===== src/rtl/fruit_det_pkg.sv =====
// Shared types for the region box detector: box slot record, committed edges and FSM states.
package fruit_det_pkg;

  localparam int unsigned CW      = 12;
  localparam int unsigned NUM_BOX = 4;

  typedef struct packed {
    logic          valid;
    logic [CW-1:0] l;
    logic [CW-1:0] r;
    logic [CW-1:0] t;
    logic [CW-1:0] b;
  } box_t;

  typedef struct packed {
    logic [CW-1:0] l;
    logic [CW-1:0] r;
    logic [CW-1:0] t;
    logic [CW-1:0] b;
  } edges_t;

  typedef enum logic [1:0] {StWait, StAccum, StCommit} state_e;

  // True when both box dimensions reach min_w; widths are formed at CW+1 bits.
  function automatic logic box_big_enough(box_t bx, int unsigned min_w);
    logic [CW:0] w;
    logic [CW:0] h;
    logic [CW:0] m;
    m = min_w[CW:0];
    w = {1'b0, bx.r} - {1'b0, bx.l} + {{CW{1'b0}}, 1'b1};
    h = {1'b0, bx.b} - {1'b0, bx.t} + {{CW{1'b0}}, 1'b1};
    return (w >= m) && (h >= m);
  endfunction

endpackage


===== src/rtl/region_box_detect_if.sv =====
// Video mask input bundle: binary pixel plus raster timing.
interface region_box_detect_if;
  logic i_bin;
  logic i_hsync;
  logic i_vsync;
  logic i_de;

  modport master (output i_bin, output i_hsync, output i_vsync, output i_de);
  modport slave  (input  i_bin, input  i_hsync, input  i_vsync, input  i_de);
endinterface


===== src/rtl/box_slot.sv =====
// One bounding-box slot: proximity hit test, load/extend/clear of a single box.
module box_slot
  import fruit_det_pkg::*;
#(
  parameter int unsigned MERGE = 8
) (
  input  logic          pixelclk,
  input  logic          reset_n,
  input  logic [CW-1:0] x,
  input  logic [CW-1:0] y,
  input  logic          ld,
  input  logic          ext,
  input  logic          clr,
  output logic          hit,
  output box_t          box
);

  localparam logic [CW:0] MergeW = MERGE[CW:0];

  box_t        box_q, box_d;
  logic [CW:0] xw, yw;

  assign xw  = {1'b0, x};
  assign yw  = {1'b0, y};
  assign box = box_q;

  // Raster order means y can never be above t, so only the bottom edge is tested.
  assign hit = box_q.valid &&
               (xw + MergeW >= {1'b0, box_q.l}) &&
               (xw <= {1'b0, box_q.r} + MergeW) &&
               (yw <= {1'b0, box_q.b} + MergeW);

  always_comb begin
    box_d = box_q;
    if (clr) begin
      box_d = '0;
    end else if (ld) begin
      box_d = '{valid: 1'b1, l: x, r: x, t: y, b: y};
    end else if (ext) begin
      if (x < box_q.l) box_d.l = x;
      if (x > box_q.r) box_d.r = x;
      if (y > box_q.b) box_d.b = y;
    end
  end

  always_ff @(posedge pixelclk) begin
    if (!reset_n) box_q <= '0;
    else          box_q <= box_d;
  end

endmodule


===== src/rtl/region_box_detect.sv =====
// Grows up to four bounding boxes per frame from a binary mask and commits them at vsync.
// Define BOX_MIN_FILTER_EN to drop boxes narrower or shorter than MIN_W at commit.
module region_box_detect
  import fruit_det_pkg::*;
#(
  parameter int unsigned MERGE = 8,
  parameter int unsigned MIN_W = 16
) (
  input  logic              pixelclk,
  input  logic              reset_n,
  region_box_detect_if.slave vid,
  output logic [CW-1:0]     o_hcount,
  output logic [CW-1:0]     o_vcount,
  output logic [CW-1:0]     hcount_l1, hcount_l2, hcount_l3, hcount_l4,
  output logic [CW-1:0]     hcount_r1, hcount_r2, hcount_r3, hcount_r4,
  output logic [CW-1:0]     vcount_l1, vcount_l2, vcount_l3, vcount_l4,
  output logic [CW-1:0]     vcount_r1, vcount_r2, vcount_r3, vcount_r4,
  output logic [3:0]        number,
  output logic              overflow
);

`ifdef BOX_MIN_FILTER_EN
  localparam bit FilterEn = 1'b1;
`else
  localparam bit FilterEn = 1'b0;
`endif

  state_e                   state_q, state_d;
  logic [1:0]               idx_q, idx_d;
  logic                     de_q, vs_q, ovf_q;
  logic [CW-1:0]            h_cnt_q, v_cnt_q;
  logic [2:0]               pk_cnt_q, base, cnt_d;
  edges_t [NUM_BOX-1:0]     sh_q, sh_d, out_q;
  box_t                     slot_box [NUM_BOX];
  logic [NUM_BOX-1:0]       hit_vec, ext_vec, ld_vec;
  logic                     hit_any, free_any, drop, pix_ok, clr_all, keep;
  logic [1:0]               hit_idx, free_idx;
  logic                     vs_rise, de_fall;

  assign vs_rise = vid.i_vsync & ~vs_q;
  assign de_fall = ~vid.i_de & de_q;
  // A pixel coinciding with the frame-end edge belongs to no frame.
  assign pix_ok  = (state_q == StAccum) && !vs_rise && vid.i_de && vid.i_bin;

  always_ff @(posedge pixelclk) begin
    if (!reset_n) begin
      de_q     <= 1'b0;
      vs_q     <= 1'b0;
      h_cnt_q  <= '0;
      v_cnt_q  <= '0;
      o_hcount <= '0;
      o_vcount <= '0;
    end else begin
      de_q     <= vid.i_de;
      vs_q     <= vid.i_vsync;
      o_hcount <= h_cnt_q;
      o_vcount <= v_cnt_q;
      if (vid.i_de)   h_cnt_q <= h_cnt_q + 1'b1;
      else if (de_fall) h_cnt_q <= '0;
      if (vs_rise)      v_cnt_q <= '0;
      else if (de_fall) v_cnt_q <= v_cnt_q + 1'b1;
    end
  end

  for (genvar k = 0; k < NUM_BOX; k++) begin : g_slot
    box_slot #(.MERGE(MERGE)) u_slot (
      .pixelclk (pixelclk),
      .reset_n  (reset_n),
      .x        (h_cnt_q),
      .y        (v_cnt_q),
      .ld       (ld_vec[k]),
      .ext      (ext_vec[k]),
      .clr      (clr_all),
      .hit      (hit_vec[k]),
      .box      (slot_box[k])
    );
  end

  always_comb begin
    hit_any  = 1'b0;
    hit_idx  = '0;
    free_any = 1'b0;
    free_idx = '0;
    for (int k = NUM_BOX - 1; k >= 0; k--) begin
      if (hit_vec[k]) begin
        hit_any = 1'b1;
        hit_idx = 2'(k);
      end
      if (!slot_box[k].valid) begin
        free_any = 1'b1;
        free_idx = 2'(k);
      end
    end
    for (int k = 0; k < NUM_BOX; k++) begin
      ext_vec[k] = pix_ok && hit_any && (hit_idx == 2'(k));
      ld_vec[k]  = pix_ok && !hit_any && free_any && (free_idx == 2'(k));
    end
    drop = pix_ok && !hit_any && !free_any;
  end

  always_comb begin
    state_d = state_q;
    idx_d   = idx_q;
    clr_all = 1'b0;
    unique case (state_q)
      StWait:  if (vs_rise) state_d = StAccum;
      StAccum: begin
        if (vs_rise) begin
          state_d = StCommit;
          idx_d   = 2'd0;
        end
      end
      StCommit: begin
        idx_d = idx_q + 2'd1;
        if (idx_q == 2'd3) begin
          state_d = StAccum;
          clr_all = 1'b1;
        end
      end
      default: state_d = StWait;
    endcase
  end

  // Packer: slot idx_q is appended to the shadow list; the list restarts on slot 0.
  always_comb begin
    base = (idx_q == 2'd0) ? 3'd0 : pk_cnt_q;
    sh_d = (idx_q == 2'd0) ? '0 : sh_q;
    keep = slot_box[idx_q].valid && (!FilterEn || box_big_enough(slot_box[idx_q], MIN_W));
    if (keep) begin
      sh_d[base[1:0]] = '{l: slot_box[idx_q].l, r: slot_box[idx_q].r,
                          t: slot_box[idx_q].t, b: slot_box[idx_q].b};
    end
    cnt_d = base + {2'b00, keep};
  end

  always_ff @(posedge pixelclk) begin
    if (!reset_n) begin
      state_q  <= StWait;
      idx_q    <= '0;
      ovf_q    <= 1'b0;
      pk_cnt_q <= '0;
      sh_q     <= '0;
      out_q    <= '0;
      number   <= '0;
      overflow <= 1'b0;
    end else begin
      state_q <= state_d;
      idx_q   <= idx_d;
      if (clr_all)   ovf_q <= 1'b0;
      else if (drop) ovf_q <= 1'b1;
      if (state_q == StCommit) begin
        sh_q     <= sh_d;
        pk_cnt_q <= cnt_d;
        if (idx_q == 2'd3) begin
          out_q    <= sh_d;
          number   <= {1'b0, cnt_d};
          overflow <= ovf_q;
        end
      end
    end
  end

  assign hcount_l1 = out_q[0].l;
  assign hcount_l2 = out_q[1].l;
  assign hcount_l3 = out_q[2].l;
  assign hcount_l4 = out_q[3].l;
  assign hcount_r1 = out_q[0].r;
  assign hcount_r2 = out_q[1].r;
  assign hcount_r3 = out_q[2].r;
  assign hcount_r4 = out_q[3].r;
  assign vcount_l1 = out_q[0].t;
  assign vcount_l2 = out_q[1].t;
  assign vcount_l3 = out_q[2].t;
  assign vcount_l4 = out_q[3].t;
  assign vcount_r1 = out_q[0].b;
  assign vcount_r2 = out_q[1].b;
  assign vcount_r3 = out_q[2].b;
  assign vcount_r4 = out_q[3].b;

endmodule


===== src/flat_wrapper.sv =====
// flat-port wrapper written by rule: the top's interface ports become plain ports
module region_box_detect_flat import fruit_det_pkg::*;
#(
  parameter int unsigned MERGE = 8,
  parameter int unsigned MIN_W = 16
)
  (pixelclk, reset_n, o_hcount, o_vcount, hcount_l1, hcount_l2, hcount_l3, hcount_l4, hcount_r1, hcount_r2, hcount_r3, hcount_r4, vcount_l1, vcount_l2, vcount_l3, vcount_l4, vcount_r1, vcount_r2, vcount_r3, vcount_r4, number, overflow, vid_i_bin, vid_i_hsync, vid_i_vsync, vid_i_de);
  region_box_detect_if vid_i ();
  input  logic pixelclk;
  input  logic reset_n;
  output logic [CW-1:0] o_hcount;
  output logic [CW-1:0] o_vcount;
  output logic [CW-1:0] hcount_l1;
  output logic [CW-1:0] hcount_l2;
  output logic [CW-1:0] hcount_l3;
  output logic [CW-1:0] hcount_l4;
  output logic [CW-1:0] hcount_r1;
  output logic [CW-1:0] hcount_r2;
  output logic [CW-1:0] hcount_r3;
  output logic [CW-1:0] hcount_r4;
  output logic [CW-1:0] vcount_l1;
  output logic [CW-1:0] vcount_l2;
  output logic [CW-1:0] vcount_l3;
  output logic [CW-1:0] vcount_l4;
  output logic [CW-1:0] vcount_r1;
  output logic [CW-1:0] vcount_r2;
  output logic [CW-1:0] vcount_r3;
  output logic [CW-1:0] vcount_r4;
  output logic [3:0] number;
  output logic overflow;
  input wire logic [$bits(vid_i.i_bin)-1:0] vid_i_bin;
  input wire logic [$bits(vid_i.i_hsync)-1:0] vid_i_hsync;
  input wire logic [$bits(vid_i.i_vsync)-1:0] vid_i_vsync;
  input wire logic [$bits(vid_i.i_de)-1:0] vid_i_de;
  assign vid_i.i_bin = vid_i_bin;
  assign vid_i.i_hsync = vid_i_hsync;
  assign vid_i.i_vsync = vid_i_vsync;
  assign vid_i.i_de = vid_i_de;
  region_box_detect #(.MERGE(MERGE), .MIN_W(MIN_W)) u_core (.pixelclk(pixelclk), .reset_n(reset_n), .vid(vid_i), .o_hcount(o_hcount), .o_vcount(o_vcount), .hcount_l1(hcount_l1), .hcount_l2(hcount_l2), .hcount_l3(hcount_l3), .hcount_l4(hcount_l4), .hcount_r1(hcount_r1), .hcount_r2(hcount_r2), .hcount_r3(hcount_r3), .hcount_r4(hcount_r4), .vcount_l1(vcount_l1), .vcount_l2(vcount_l2), .vcount_l3(vcount_l3), .vcount_l4(vcount_l4), .vcount_r1(vcount_r1), .vcount_r2(vcount_r2), .vcount_r3(vcount_r3), .vcount_r4(vcount_r4), .number(number), .overflow(overflow));
endmodule

===== config.mk =====
export PLATFORM = sky130hd
export DESIGN_NAME = region_box_detect_flat
export DESIGN_NICKNAME = d
export VERILOG_FILES = /design/src/rtl/fruit_det_pkg.sv /design/src/rtl/region_box_detect_if.sv /design/src/rtl/box_slot.sv /design/src/rtl/region_box_detect.sv /design/src/flat_wrapper.sv
export SDC_FILE = /design/constraint.sdc
export NUM_CORES = 2
export LEC_CHECK = 0
export ABC_CLOCK_PERIOD_IN_PS = 4700
export BUFFER_PORTS_ARGS = -buffer_cell sky130_fd_sc_hd__buf_2
export CAP_MARGIN = 20
export CORE_MARGIN = 2
export CORE_UTILIZATION = 60
export DETAILED_ROUTE_END_ITERATION = 10
export HOLD_SLACK_MARGIN = 0.1
export PLACE_DENSITY = 0.79
export SYNTH_ARGS = -nofsm -noshare
export SYNTH_HDL_FRONTEND = slang
export SYNTH_SLANG_ARGS = --single-unit

===== constraint.sdc =====
create_clock -name pixelclk -period 4.7 [get_ports pixelclk]
set_input_delay 0.235 -clock pixelclk [delete_from_list [all_inputs] [get_ports pixelclk]]
set_output_delay 0.235 -clock pixelclk [all_outputs]
set_load 0.03 [all_outputs]

==> results.py <==
metrics = {
    "clock_network": {
        "tritoncts": "yes",
        "postCtsSetupBuffers": 0,
        "cts_buffers": 67,
        "cts-root-buf": "clkbuf_16",
        "clkTransAtPathRegs_ns": 0.06,
        "clk_latency_ns": 0.60,
        "clock-sinks": 642,
        "h-tree-depth": 3,
        "cts.path.max_buffers": 3,
    },
    "global_routing": {
        "grt_overflow_total": 0,
        "grt_pass1_wl_um": 145600,
        "grt_max_degree": 236,
        "grt_usage_pct": 30.59,
        "grt_pass1_vias": 26590,
        "antenna_found_initial": 0,
    },
    "yosys": {
        "synth.distinct_cells": 79,
        "synth_edf_count": 0,
        "avgSynthCellArea_um2": 9.118,
        "async_flop_share_pct": 0,
        "synth_area_um2": 34030,
        "ys_seq_area_share_pct": 37.77,
        "synth_top_area_share_pct": 37.77,
        "syn_nets": 4005,
        "ys_warn_count": 0,
        "ys_ff_latch": 642,
        "syn_inst": 3732,
        "synth_top_cell_by_area": "dfxtp_1",
        "synth.area.top_cells": "dfxtp_1 (38%), o211a_1 (11%), ha_1 (9.8%)",
        "ys_dominant_reg_cell": "dfxtp_1",
    },
    "critical_path": {
        "r2r_end": "u_core.g_slot[0].u_slot.box[38]",
        "critPathKind": "flop to flop",
        "worst_ep_arrival_time_ns": 4.97,
        "startpoint_type": "flop",
        "crit_path_end_kind": "flop",
        "cp.required_ns": 5.21,
        "crit-reg2reg-launch": "u_core.g_slot[0].u_slot.box[5]",
        "critPathMaxFanout": 12,
        "endpoint": "u_core.g_slot[0].u_slot.box[38]",
        "reg2regPathDepth": 13,
        "worstSetupStartpoint": "u_core.g_slot[0].u_slot.box[5]",
        "r2r_slack_ns": 0.23,
    },
    "routing": {
        "avgRoutedWirePerCell_um": 20.07,
        "drt-initial-drc-count": 2481,
        "viasPerCell": 6.258,
        "drc": 0,
        "drtPass1Iterations": 7,
        "vias": 28940,
        "antenna_left": 0,
        "wirelength_um": 92830,
    },
    "worst_hold_path": {
        "whs_path_depth": 3,
        "hold_path_class": "primary input to flop",
    },
    "place": {
        "placed_cells_incl_taps": 4508,
        "dpl.hpwl_um": 63410,
        "io_buffers": 224,
        "gp_congestion": 0.9557,
    },
    "sta": {
        "fmax_mhz": 223.9,
        "setup-tns-final_ns": 0,
        "fin_crit_sh_pct": 95.04,
        "worstMarginPinSlew_ns": 1.090,
        "maxSlewViolCount": 0,
        "hold_viol_final": 0,
        "rsz0062_at_grt": "no",
        "skew_ns": 0.02086,
        "min_period_ns": 4.467,
        "slew_headroom_pct": 26.89,
        "setup_viol": 0,
    },
    "final_layout": {
        "nFillCells": 4446,
        "seq_area_um2": 12860,
        "antenna_cells": 0,
        "layout_commonest_cell": "dfxtp_1",
        "syn_to_final_growth_pct": 11.50,
        "fin_nets": 4096,
        "drive_above_1_share_pct": 12.69,
        "layoutNonFillerInstCount": 4625,
        "final_cell_mix": "dfxtp_1 (640), nand2_1 (544), o211a_1 (357)",
        "multi_input_area_um2": 19350,
    },
    "floorplan": {
        "die_y_um": 242.2,
        "die_area_um2": 58640,
        "die_w_um": 242.2,
        "initial_core_util_pct": 60.47,
        "fp-row-count": 87,
        "core_area_um2": 56280,
        "io_pins": 227,
    },
    "power": {
        "peakVddDrop_v": 0.0002177,
        "p_per_area_nw_per_um2": 300.5,
        "fin_total_pwr_mw": 11.40,
        "leakage_nw": 19.44,
    },
    "run": {
        "drv_cap": 0,
    },
    "status": {
        "status": "completed",
    },
}
## stage by stage
stage	cell area, µm²	hold slack (ns)	worst slack [ns]	util, %
after floorplan	34030	0.3567	0.5474	-
after global placement	35740	0.4456	0.4332	63.51
after detailed placement	35740	0.4533	0.3289	63.51
after CTS	37930	0.1220	0.2907	67.40
after global routing	37940	0.1512	0.03175	67.42
final	37940	0.1210	0.2331	67.42
## cell usage after synthesis, types with 6 or more instances
cell and count:
a2111oi_0 6, a211oi_1 17, a21boi_0 12, a21o_1 37, a21oi_1 249, a22oi_1 26, and2_1 35, and3_1 22
and4_1 6, buf_1 43, buf_2 18, buf_6 6, clkbuf_1 217, dfxtp_1 642, ha_1 267, inv_1 197
mux2i_1 122, mux4_2 49, nand2_1 545, nand2b_1 17, nand3_1 123, nand4_1 39, nor2_1 93, nor2b_1 52
nor3_1 20, nor3b_1 167, o211a_1 357, o211ai_1 14, o21ai_0 92, o21ai_1 6, o221ai_1 7, o311ai_0 34
o31ai_1 27, or3_1 9, xnor2_1 64, xor2_1 13
## worst min-delay path by stage
| stage | start | end | slack (ns) |
|---|---|---|---|
| finish | reset_n | u_core.h_cnt_q[2] | 0.12 |
| global route | reset_n | u_core.h_cnt_q[2] | 0.15 |
| CTS | reset_n | u_core.h_cnt_q[2] | 0.12 |
| global placement | u_core.g_slot[3].u_slot.box[21] | u_core.g_slot[3].u_slot.box[21] | 0.45 |
| floorplan | vid_i_vsync | u_core.vs_q | 0.36 |
| detailed placement | u_core.g_slot[3].u_slot.box[21] | u_core.g_slot[3].u_slot.box[21] | 0.45 |
## worst max-delay path, cell delays in order, from the launching register on
cell and delay [ns]:
dfxtp_1 0.46, inv_1 0.12, nor4_1 0.56, nand4_1 0.20, xnor2_1 0.16, ha_1 0.33
and4_1 0.21, nand3_1 0.10, or3_1 0.38, a311o_2 0.46, o211ai_4 0.09, or4_4 0.18
a21boi_2 0.82, mux2i_1 0.29
## sequential cells by signal, indices dropped and copies added (netlist names), 12 cells and up
| register | count |
|---|---|
| u_core.o_hcount | 12 |
| u_core.vcount_l1 | 12 |
| u_core.hcount_l2 | 12 |
| u_core.vcount_r2 | 12 |
| u_core.hcount_l4 | 12 |
| u_core.h_cnt_q | 12 |
| u_core.hcount_r4 | 12 |
| u_core.hcount_l1 | 12 |
| u_core.vcount_r3 | 12 |
| u_core.o_vcount | 12 |
| u_core.hcount_r3 | 12 |
| u_core.hcount_l3 | 12 |
| u_core.sh_q | 192 |
| u_core.hcount_r1 | 12 |
| u_core.hcount_r2 | 12 |
| u_core.g_slot.u_slot.box | 196 |
| u_core.vcount_r1 | 12 |
| u_core.vcount_l3 | 12 |
| u_core.v_cnt_q | 12 |
| u_core.vcount_l4 | 12 |
| u_core.vcount_l2 | 12 |
| u_core.vcount_r4 | 12 |
## logic make-up (layout without fill, tap and decap cells)
family | count (synthesis) | after routing | share of synthesized area, %
simple gates | 1155 | 1155 | 16.83
compound gates | 934 | 934 | 21.18
other cells | 1 | 1 | 0.01102
fa+ha+maj | 267 | 267 | 9.817
mux | 171 | 171 | 6.832
xor+xnor | 77 | 77 | 1.982
flops | 642 | 642 | 37.77
buf+inv | 485 | 622 | 5.581
## repair_timing
item | CTS | global route
hold buffers | 2 | 0
hold endpoints to repair | 5 | 0
gates resized for setup | 0 | 3
setup endpoints to repair | 0 | 1
## where the power goes
group          internal [mW]  switching [mW]  total, mW
Clock                   3.12            2.20       5.31
Sequential              5.53          0.0570       5.59
Combinational          0.184           0.322      0.506
## final cells by class
| class | count | share of cell area [%] |
|---|---|---|
| timing repair buffer | 309 | 4.940 |
| sequential | 642 | 33.89 |
| clock buffer | 98 | 5.177 |
| clock inverter | 17 | 0.5441 |
| inverter | 198 | 1.959 |
| tap | 756 | 2.493 |
| multi-input combinational | 2605 | 51.00 |
## metal layers
layer | part of all wire, % | global-route usage (%)
met5 | 0 | 0
met4 | 3.3 | 11.87
met3 | 7.7 | 4.475
met2 | 45 | 47.89
met1 | 44 | 42.67
Power figures use the tool's default switching activity.
